$ cat src/rtl/io_output_ctrl_pkg.sv
// Shared io address map, status layout and handshake encodings for the output-port block.
package io_output_ctrl_pkg;

  localparam int IO_WIDTH = 32;

  // Output side lives at 0x80..0x8C; the input side uses 0xC0/0xC4.
  localparam logic [5:0] SEL_PORT0 = 6'b100000;
  localparam logic [5:0] SEL_PORT1 = 6'b100001;
  localparam logic [5:0] SEL_PORT2 = 6'b100010;
  localparam logic [5:0] SEL_STAT  = 6'b100011;

  localparam int VALID_LSB = 0;
  localparam int OVR_LSB   = 3;

  localparam logic [0:0] HS_IDLE    = 1'b0;
  localparam logic [0:0] HS_PENDING = 1'b1;

  function automatic logic [IO_WIDTH-1:0] status_word(input logic [2:0] ovr,
                                                      input logic [2:0] valid);
    logic [IO_WIDTH-1:0] w;
    w = {IO_WIDTH{1'b0}};
    w[OVR_LSB +: 3]   = ovr;
    w[VALID_LSB +: 3] = valid;
    return w;
  endfunction

endpackage

$ cat src/rtl/io_output_ctrl_out_port.sv
// One output port: data register, valid/ack handshake and sticky overrun flag.
module io_out_port
  import io_output_ctrl_pkg::*;
#(
  parameter int WIDTH = IO_WIDTH
) (
  input  logic             clk_i,
  input  logic             reset_i,
  input  logic             wr_i,
  input  logic             clr_ovr_i,
  input  logic             ack_i,
  input  logic [WIDTH-1:0] din_i,
  output logic [WIDTH-1:0] dout_o,
  output logic             valid_o,
  output logic             ovr_o
);

  logic [WIDTH-1:0] data_d, data_q;
  logic             valid_d, valid_q;
  logic             ovr_d, ovr_q;
  logic             set_ovr_s;

  // An ack arriving with the write consumes the old data, so it is not an overrun.
  assign set_ovr_s = wr_i & valid_q & ~ack_i;

  always_comb begin
    data_d  = data_q;
    valid_d = valid_q;
    case (valid_q)
      HS_IDLE: begin
        if (wr_i) begin
          data_d  = din_i;
          valid_d = 1'b1;
        end else begin
          valid_d = 1'b0;
        end
      end
      HS_PENDING: begin
        if (wr_i) begin
          data_d  = din_i;
          valid_d = 1'b1;
        end else if (ack_i) begin
          valid_d = 1'b0;
        end else begin
          valid_d = 1'b1;
        end
      end
      default: begin
        valid_d = 1'b0;
      end
    endcase

    // A new overrun beats a simultaneous clear.
    if (set_ovr_s) begin
      ovr_d = 1'b1;
    end else if (clr_ovr_i) begin
      ovr_d = 1'b0;
    end else begin
      ovr_d = ovr_q;
    end
  end

  always_ff @(posedge clk_i) begin
    if (reset_i) begin
      data_q  <= {WIDTH{1'b0}};
      valid_q <= 1'b0;
      ovr_q   <= 1'b0;
    end else begin
      data_q  <= data_d;
      valid_q <= valid_d;
      ovr_q   <= ovr_d;
    end
  end

  assign dout_o  = data_q;
  assign valid_o = valid_q;
  assign ovr_o   = ovr_q;

endmodule

$ cat src/rtl/io_output_ctrl.sv
// Memory-mapped output-port block: three handshaked store ports plus a status register,
// with a combinational readback mux on addr[7:2].
module io_output_ctrl #(
  parameter int         WIDTH     = io_output_ctrl_pkg::IO_WIDTH,
  parameter logic [5:0] SEL_PORT0 = io_output_ctrl_pkg::SEL_PORT0,
  parameter logic [5:0] SEL_PORT1 = io_output_ctrl_pkg::SEL_PORT1,
  parameter logic [5:0] SEL_PORT2 = io_output_ctrl_pkg::SEL_PORT2,
  parameter logic [5:0] SEL_STAT  = io_output_ctrl_pkg::SEL_STAT
) (
  input  logic             io_clk,
  input  logic             reset,
  input  logic [31:0]      addr,
  input  logic [WIDTH-1:0] datain,
  input  logic             write_io_enable,
  output logic [WIDTH-1:0] out_port0,
  output logic [WIDTH-1:0] out_port1,
  output logic [WIDTH-1:0] out_port2,
  output logic [2:0]       out_valid,
  input  logic [2:0]       out_ack,
  output logic [WIDTH-1:0] io_read_data
);

  import io_output_ctrl_pkg::*;

  logic [5:0]       sel_s;
  logic [2:0]       wr_s;
  logic             stat_wr_s;
  logic [2:0]       clr_ovr_s;
  logic [2:0]       ovr_s;
  logic [WIDTH-1:0] stat_s;
  logic             unused_addr_s;

  assign sel_s         = addr[7:2];
  assign unused_addr_s = ^{addr[31:8], addr[1:0]};

  assign wr_s[0]   = write_io_enable & (sel_s == SEL_PORT0);
  assign wr_s[1]   = write_io_enable & (sel_s == SEL_PORT1);
  assign wr_s[2]   = write_io_enable & (sel_s == SEL_PORT2);
  assign stat_wr_s = write_io_enable & (sel_s == SEL_STAT);
  assign clr_ovr_s = {3{stat_wr_s}} & datain[OVR_LSB +: 3];

  io_out_port #(.WIDTH(WIDTH)) u_port0 (
    .clk_i(io_clk), .reset_i(reset), .wr_i(wr_s[0]), .clr_ovr_i(clr_ovr_s[0]),
    .ack_i(out_ack[0]), .din_i(datain), .dout_o(out_port0),
    .valid_o(out_valid[0]), .ovr_o(ovr_s[0])
  );

  io_out_port #(.WIDTH(WIDTH)) u_port1 (
    .clk_i(io_clk), .reset_i(reset), .wr_i(wr_s[1]), .clr_ovr_i(clr_ovr_s[1]),
    .ack_i(out_ack[1]), .din_i(datain), .dout_o(out_port1),
    .valid_o(out_valid[1]), .ovr_o(ovr_s[1])
  );

  io_out_port #(.WIDTH(WIDTH)) u_port2 (
    .clk_i(io_clk), .reset_i(reset), .wr_i(wr_s[2]), .clr_ovr_i(clr_ovr_s[2]),
    .ack_i(out_ack[2]), .din_i(datain), .dout_o(out_port2),
    .valid_o(out_valid[2]), .ovr_o(ovr_s[2])
  );

  assign stat_s = status_word(ovr_s, out_valid);

  always_comb begin
    io_read_data = {WIDTH{1'b0}};
    case (sel_s)
      SEL_PORT0: io_read_data = out_port0;
      SEL_PORT1: io_read_data = out_port1;
      SEL_PORT2: io_read_data = out_port2;
      SEL_STAT:  io_read_data = stat_s;
      default:   io_read_data = {WIDTH{1'b0}};
    endcase
  end

endmodule

$ cat config.mk
export PLATFORM = sky130hd
export DESIGN_NAME = io_output_ctrl
export DESIGN_NICKNAME = d
export VERILOG_FILES = /design/src/rtl/io_output_ctrl_pkg.sv /design/src/rtl/io_output_ctrl_out_port.sv /design/src/rtl/io_output_ctrl.sv
export SDC_FILE = /design/constraint.sdc
export NUM_CORES = 1
export LEC_CHECK = 0
export ABC_AREA = 0
export BUFFER_PORTS_ARGS = -buffer_cell sky130_fd_sc_hd__buf_2
export CAP_MARGIN = 25
export CORE_MARGIN = 4
export CORE_UTILIZATION = 30
export DETAILED_ROUTE_END_ITERATION = 10
export GPL_TIMING_DRIVEN = 0
export SYNTH_ARGS = -nofsm -noshare
export SYNTH_HDL_FRONTEND = slang
export SYNTH_SLANG_ARGS = --single-unit
$ cat constraint.sdc
create_clock -name io_clk -period 2.5 [get_ports io_clk]
set_clock_uncertainty 0.2 [all_clocks]
set_input_delay 0.25 -clock io_clk [delete_from_list [all_inputs] [get_ports io_clk]]
set_output_delay 0.25 -clock io_clk [all_outputs]
set_load 0.05 [all_outputs]
==> results of run 1 <==
==> metal layers <==
| metal | routed length, um | part of all wire | track usage |
|---|---|---|---|
| met1 | 6577 | 0.42 | 0.2062 |
| met3 | 966 | 0.062 | 0.04885 |
| met4 | 200 | 0.013 | 0.04609 |
| met2 | 7814 | 0.50 | 0.3099 |
| met5 | 0 | 0 | 0 |
==> cell families (layout without fill, tap and decap cells) <==
logic type,count (synthesis),count (layout),synth area share
DFF,102,102,0.4418
buffers and inverters,43,248,0.04683
muxes,128,128,0.2934
and+or+nand+nor,175,175,0.1549
AOI/OAI and AO/OA,35,35,0.06308
==> what timing repair did <==
action	in CTS	in global routing
endpoints found under the hold margin	45	0
hold buffers	16	0
resized for setup	4	2
endpoints found under the setup margin	20	10
pin swaps	0	0
==> final cells by class <==
cell class                      count  area share
Inverter                            1   0.0006048
Sequential cell                   102      0.3290
Clock inverter                      4     0.01129
Timing Repair Buffer              189      0.1653
Buffer                             42     0.03528
Multi-Input combinational cell    338      0.3808
Tap cell                          188     0.03790
Clock buffer                       12     0.03972
==> how the worst max path moves through the flow <==
stage,cells past startpoint,from,endpoint
2_1_floorplan,4,addr[5],io_read_data[10]
3_3_place_gp,7,addr[2],io_read_data[12]
3_5_place_dp,7,addr[2],io_read_data[8]
4_1_cts,7,addr[2],io_read_data[8]
5_1_grt,6,addr[3],io_read_data[26]
6_report,6,addr[5],io_read_data[12]
==> worst max-delay path, stage by stage <==
cell and delay (ns):
buf_2 0.12, or4b_1 0.58, clkbuf_2 0.26, clkbuf_2 0.29, nor2_1 0.19, buf_2 0.29
==> power breakdown <==
group	internal, uW	total [uW]	switching (uW)
Clock	902	1500	595
Sequential	1630	1640	5.37
Combinational	98.2	269	171
Total	2630	3400	772
==> per-stage QoR <==
stage	setup WS [ns]	cells	hold WS [ns]	TNS [ns]
floorplan	0.1638	483	0.1191	0
global placement	-0.1428	844	0.2553	-1.902
detailed placement	-0.1838	844	0.2664	-2.549
CTS	0.02626	876	0.00006645	0
global route	0.01405	876	0.01116	0
finish	0.05654	876	0.007048	0
==> registers in the layout, indices dropped and copies added (netlist names) <==
register and count:
u_port1.valid_o 1, u_port1.ovr_o 1, u_port2.valid_o 1, u_port2.ovr_o 1, u_port0.valid_o 1, u_port2.dout_o 32, u_port1.dout_o 32, u_port0.dout_o 32
u_port0.ovr_o 1
==> cell usage in the layout (no fill, tap or decap), drive strengths merged, types with 2 or more instances in the layout <==
cell type	instances
buf	194
o311ai	3
a21oi	3
clkbuf	33
clkinv	3
nor2	27
nand2b	3
o31ai	3
bufinv	2
dlygate4sd3	16
and2	6
nand2	132
mux4	6
dfxtp	102
nand3	2
a2bb2oi	26
mux2i	122
==> metrics.cfg, run 1 <==
[worst_setup_path]
arrival_ns = 1.99
ff2ff_setup_slack_ns = 1.55
r2r-end = u_port0.ovr_o
startpoint_type = primary input
cp-end-kind = primary output
path_class = in -> out
r2r-start = u_port0.valid_o
ff2ff_path_depth = 2
cp.required_ns = 2.05
crit_fanout = 10

[timing]
layout_min_cycle_time_ns = 2.443
setup_viol = 0
finalHoldViolCount = 0
post-route-period-util = 0.9774
rsz0062_at_grt = no
tightestPinTransition_ns = 0.9160
slew_viol_final = 0
fmax_mhz = 409.3
slew_headroom = 0.3893

[run_status]
status = finished, final reports clean

[finish]
fillCellCount = 1515
drive_gt1_frac = 0.3125
multi_input_comb_area_um2 = 2364
regArea_um2 = 2042
nets = 753
synthToLayoutAreaGrowth_pct = 34.27
antennaDiodeCount = 0
postLayoutCoreUtil = 0.4097
final_cell_area_um2 = 6206

[place]
dpl_cell_area_um2 = 5723
dpl.hpwl_um = 11190
place.gp.congestion = 0.7675
portBuffers = 173

[route]
vias = 4248
detail-route-antenna-nets = 0
wire_per_inst_um = 17.76
drc = 0
drt_iter0_drc = 165
firstDrtPassIters = 4
totalWireLength_um = 15560
viasPerCell = 4.849

[die]
rows = 45
dieArea_um2 = 17460
start_util = 0.3052
ios = 201
fp.dieW_um = 132.1
core_region_area_um2 = 15150
die_h_um = 132.1

[power_and_ir_drop]
p_per_area_nw_per_um2 = 548.3
power_uw = 3403
max-vdd-ir-drop_mv = 0.3150
leakagePower_uw = 0.003240

[yosys]
postSynthNetCount = 553
ys_seq_elements = 102
synthMostInstantiatedCell = nand2_1
synth_flop_cell = dfxtp_1
async_flop_share = 0
ys_seq_area_frac = 0.4418
synth.top_cell.area_share = 0.4418
netlist-cell-type-count = 23
ys_warn_count = 0
synth_cells = 483
syn_area_um2 = 4622
synth_edf_count = 0
synth_top_cell_by_area = dfxtp_1
synth_common_cells = nand2_1 (132), mux2i_1 (122), dfxtp_1 (102)
ys_top_cells_by_area = dfxtp_1 (44%), mux2i_1 (26%), nand2_1 (11%), a2bb2oi_1 (4.9%), mux4_2 (2.9%)
avgSynthCellArea_um2 = 9.569

[clock_tree]
h-tree-depth = 3
clock_path_buffers = 2
clkSinkCount = 102
cts_buffers = 9
clkTransAtPathRegs_ns = 0.06
cts_tree = done
cts-root-buf = clkbuf_16
post_cts_buffers = 0
clock_latency_ns = 0.35

[grt]
grt_max_degree = 16
grt.total_usage = 0.1743
grt_pass1_vias = 4369
antenna_found_initial = 0
globalRouteOverflowTotal = 0
grt_pass1_wl_um = 24010

[hold_path]
min_to = u_port0.dout_o[27]
hold_depth = 3
min_path_type = in -> reg
hp-start = datain[27]

[run]
maxCapViolations = 0

No activity file was read; power rests on OpenSTA's default activity.
==> inputs of run 2 (changes only) <==
--- a/config.mk
+++ b/config.mk
@@ -6,11 +6,11 @@
 export NUM_CORES = 1
 export LEC_CHECK = 0
 export ABC_AREA = 0
-export BUFFER_PORTS_ARGS = -buffer_cell sky130_fd_sc_hd__buf_2
 export CAP_MARGIN = 25
 export CORE_MARGIN = 4
 export CORE_UTILIZATION = 30
 export DETAILED_ROUTE_END_ITERATION = 10
+export DONT_BUFFER_PORTS = 1
 export GPL_TIMING_DRIVEN = 0
 export SYNTH_ARGS = -nofsm -noshare
 export SYNTH_HDL_FRONTEND = slang
==> metrics.cfg, run 2 (synthesis gave the netlist of run 1 again) <==
[run_status]
status = finished with violations
violations = setup timing

[worst_setup_path]
path_class = in -> out
ff2ff_setup_slack_ns = 1.04
worst-path-buf-inv = 2
cp-end-kind = primary output
r2r-start = u_port2.valid_o
critPathMaxStageDelay_ns = 0.57
arrival_ns = 2.08
r2r-end = u_port2.ovr_o
startpoint_type = primary input
crit_fanout = 10
cp_cell_sequence = or4b_1, clkbuf_1, buf_2, nor2_2
cp_top_family = simple AND/OR/NAND/NOR gates
crit_slowest_cell = or4b_1
ff2ff_path_depth = 3
cp.required_ns = 2.05

[clock_tree]
clkSinkCount = 102
post_cts_buffers = 0
clkTransAtPathRegs_ns = 0.06
cts-root-buf = clkbuf_16
cts_buffers = 9
cts_tree = done
clock_latency_ns = 0.34
h-tree-depth = 3
clock_path_buffers = 2

[grt]
met3_usage = 0.06412
met2_usage = 0.3104
grt_pass1_wl_um = 24430
grt.total_usage = 0.1798
antenna_found_initial = 0
grt_max_degree = 15
grt_use_met1 = 0.2072
globalRouteOverflowTotal = 0
busiest_layer = met2
grt_pass1_vias = 4198

[die]
rows = 45
core_region_area_um2 = 15150
fp.dieW_um = 132.1
start_util = 0.3052
dieArea_um2 = 17460
die_h_um = 132.1
ios = 201

[timing]
fmax_mhz = 395.4
tightestPinTransition_ns = 0.9415
hold-worst-slack_ns = 0.01024
slew_headroom = 0.3724
finalHoldViolCount = 0
post-route-period-util = 1.012
worst_slack_ns = -0.02887
slew_viol_final = 0
rsz0062_at_grt = yes
setup_viol = 7
layout_min_cycle_time_ns = 2.529
tns_ns = -0.1603

[finish]
layout_common_cells = nand2_1 (132), mux2i_1 (122), dfxtp_1 (102)
nets = 602
antennaDiodeCount = 0
drive_gt1_frac = 0.1196
synthToLayoutAreaGrowth_pct = 22.36
final_common_cell = nand2_1
final_cell_area_um2 = 5655

[power_and_ir_drop]
max-vdd-ir-drop_mv = 0.2831
leakagePower_uw = 0.002422
p_per_area_nw_per_um2 = 569.5
power_uw = 3221

[route]
viasPerCell = 5.340
drc = 0
wire_per_inst_um = 21.94
firstDrtPassIters = 4
drt_iter0_drc = 154
totalWireLength_um = 15860
detail-route-antenna-nets = 0
vias = 3861

[place]
dpl_cell_area_um2 = 4857
dpl.hpwl_um = 11200
portBuffers = 0
place.gp.congestion = 0.7537

[hold_path]
min_path_type = in -> reg
hp-start = datain[4]
hold_depth = 3
min_to = u_port1.ovr_o

[run]
maxCapViolations = 0

==> run 2: final cells by class <==
class | count | area, um2
multi-input cells | 338 | 2491
repair buffers | 38 | 380.4
well taps | 188 | 235.2
flip-flops and latches | 102 | 2042
fillers | 1514 | 9490
clock buffers | 13 | 270.3
plain buffers | 42 | 227.7
clock inverters | 1 | 5.005
inverters | 1 | 3.754
==> run 2: worst max path at each step <==
stage | slack [ns] | start | cells after the start | endpoint
finish | -0.03 | addr[5] | 4 | io_read_data[15]
floorplan | 0.16 | addr[5] | 4 | io_read_data[10]
global placement | -0.29 | addr[5] | 4 | io_read_data[12]
CTS | -0.12 | addr[5] | 4 | io_read_data[12]
detailed placement | -0.32 | addr[5] | 4 | io_read_data[12]
global route | -0.09 | addr[5] | 4 | io_read_data[15]
==> run 2: stage by stage <==
| step | instances | setup WS (ns) | util |
|---|---|---|---|
| global route | 723 | -0.08925 | 0.3734 |
| detailed placement | 671 | -0.3244 | 0.3207 |
| global placement | 671 | -0.2944 | 0.3207 |
| CTS | 723 | -0.1175 | 0.3724 |
| finish | 723 | -0.02887 | 0.3734 |
| floorplan | 483 | 0.1638 | - |
==> run 2: report_power, final <==
group | total (uW) | switching, uW | internal, uW
clock network | 1320 | 575 | 745
registers | 1660 | 28.9 | 1630
logic | 242 | 148 | 93.3
total | 3220 | 752 | 2470
==> run 2: tightest hold or removal path, delay by kind of cell <==
family | cells | cell delay, ns
compound gates | 2 | 0.23
simple gates | 1 | 0.05
==> run 2: timing repair <==
action	in CTS	in global routing
setup endpoints to repair	26	12
pin swaps	0	0
gates cloned	0	0
hold buffers	38	0
gates resized for setup	41	4
hold endpoints to repair	102	0
==> run 2: per-layer routing <==
layer  routed length, um  part of all wire
met5                   0                 0
met4                 349             0.022
met3                1409             0.089
met2                7825              0.49
met1                6277              0.40
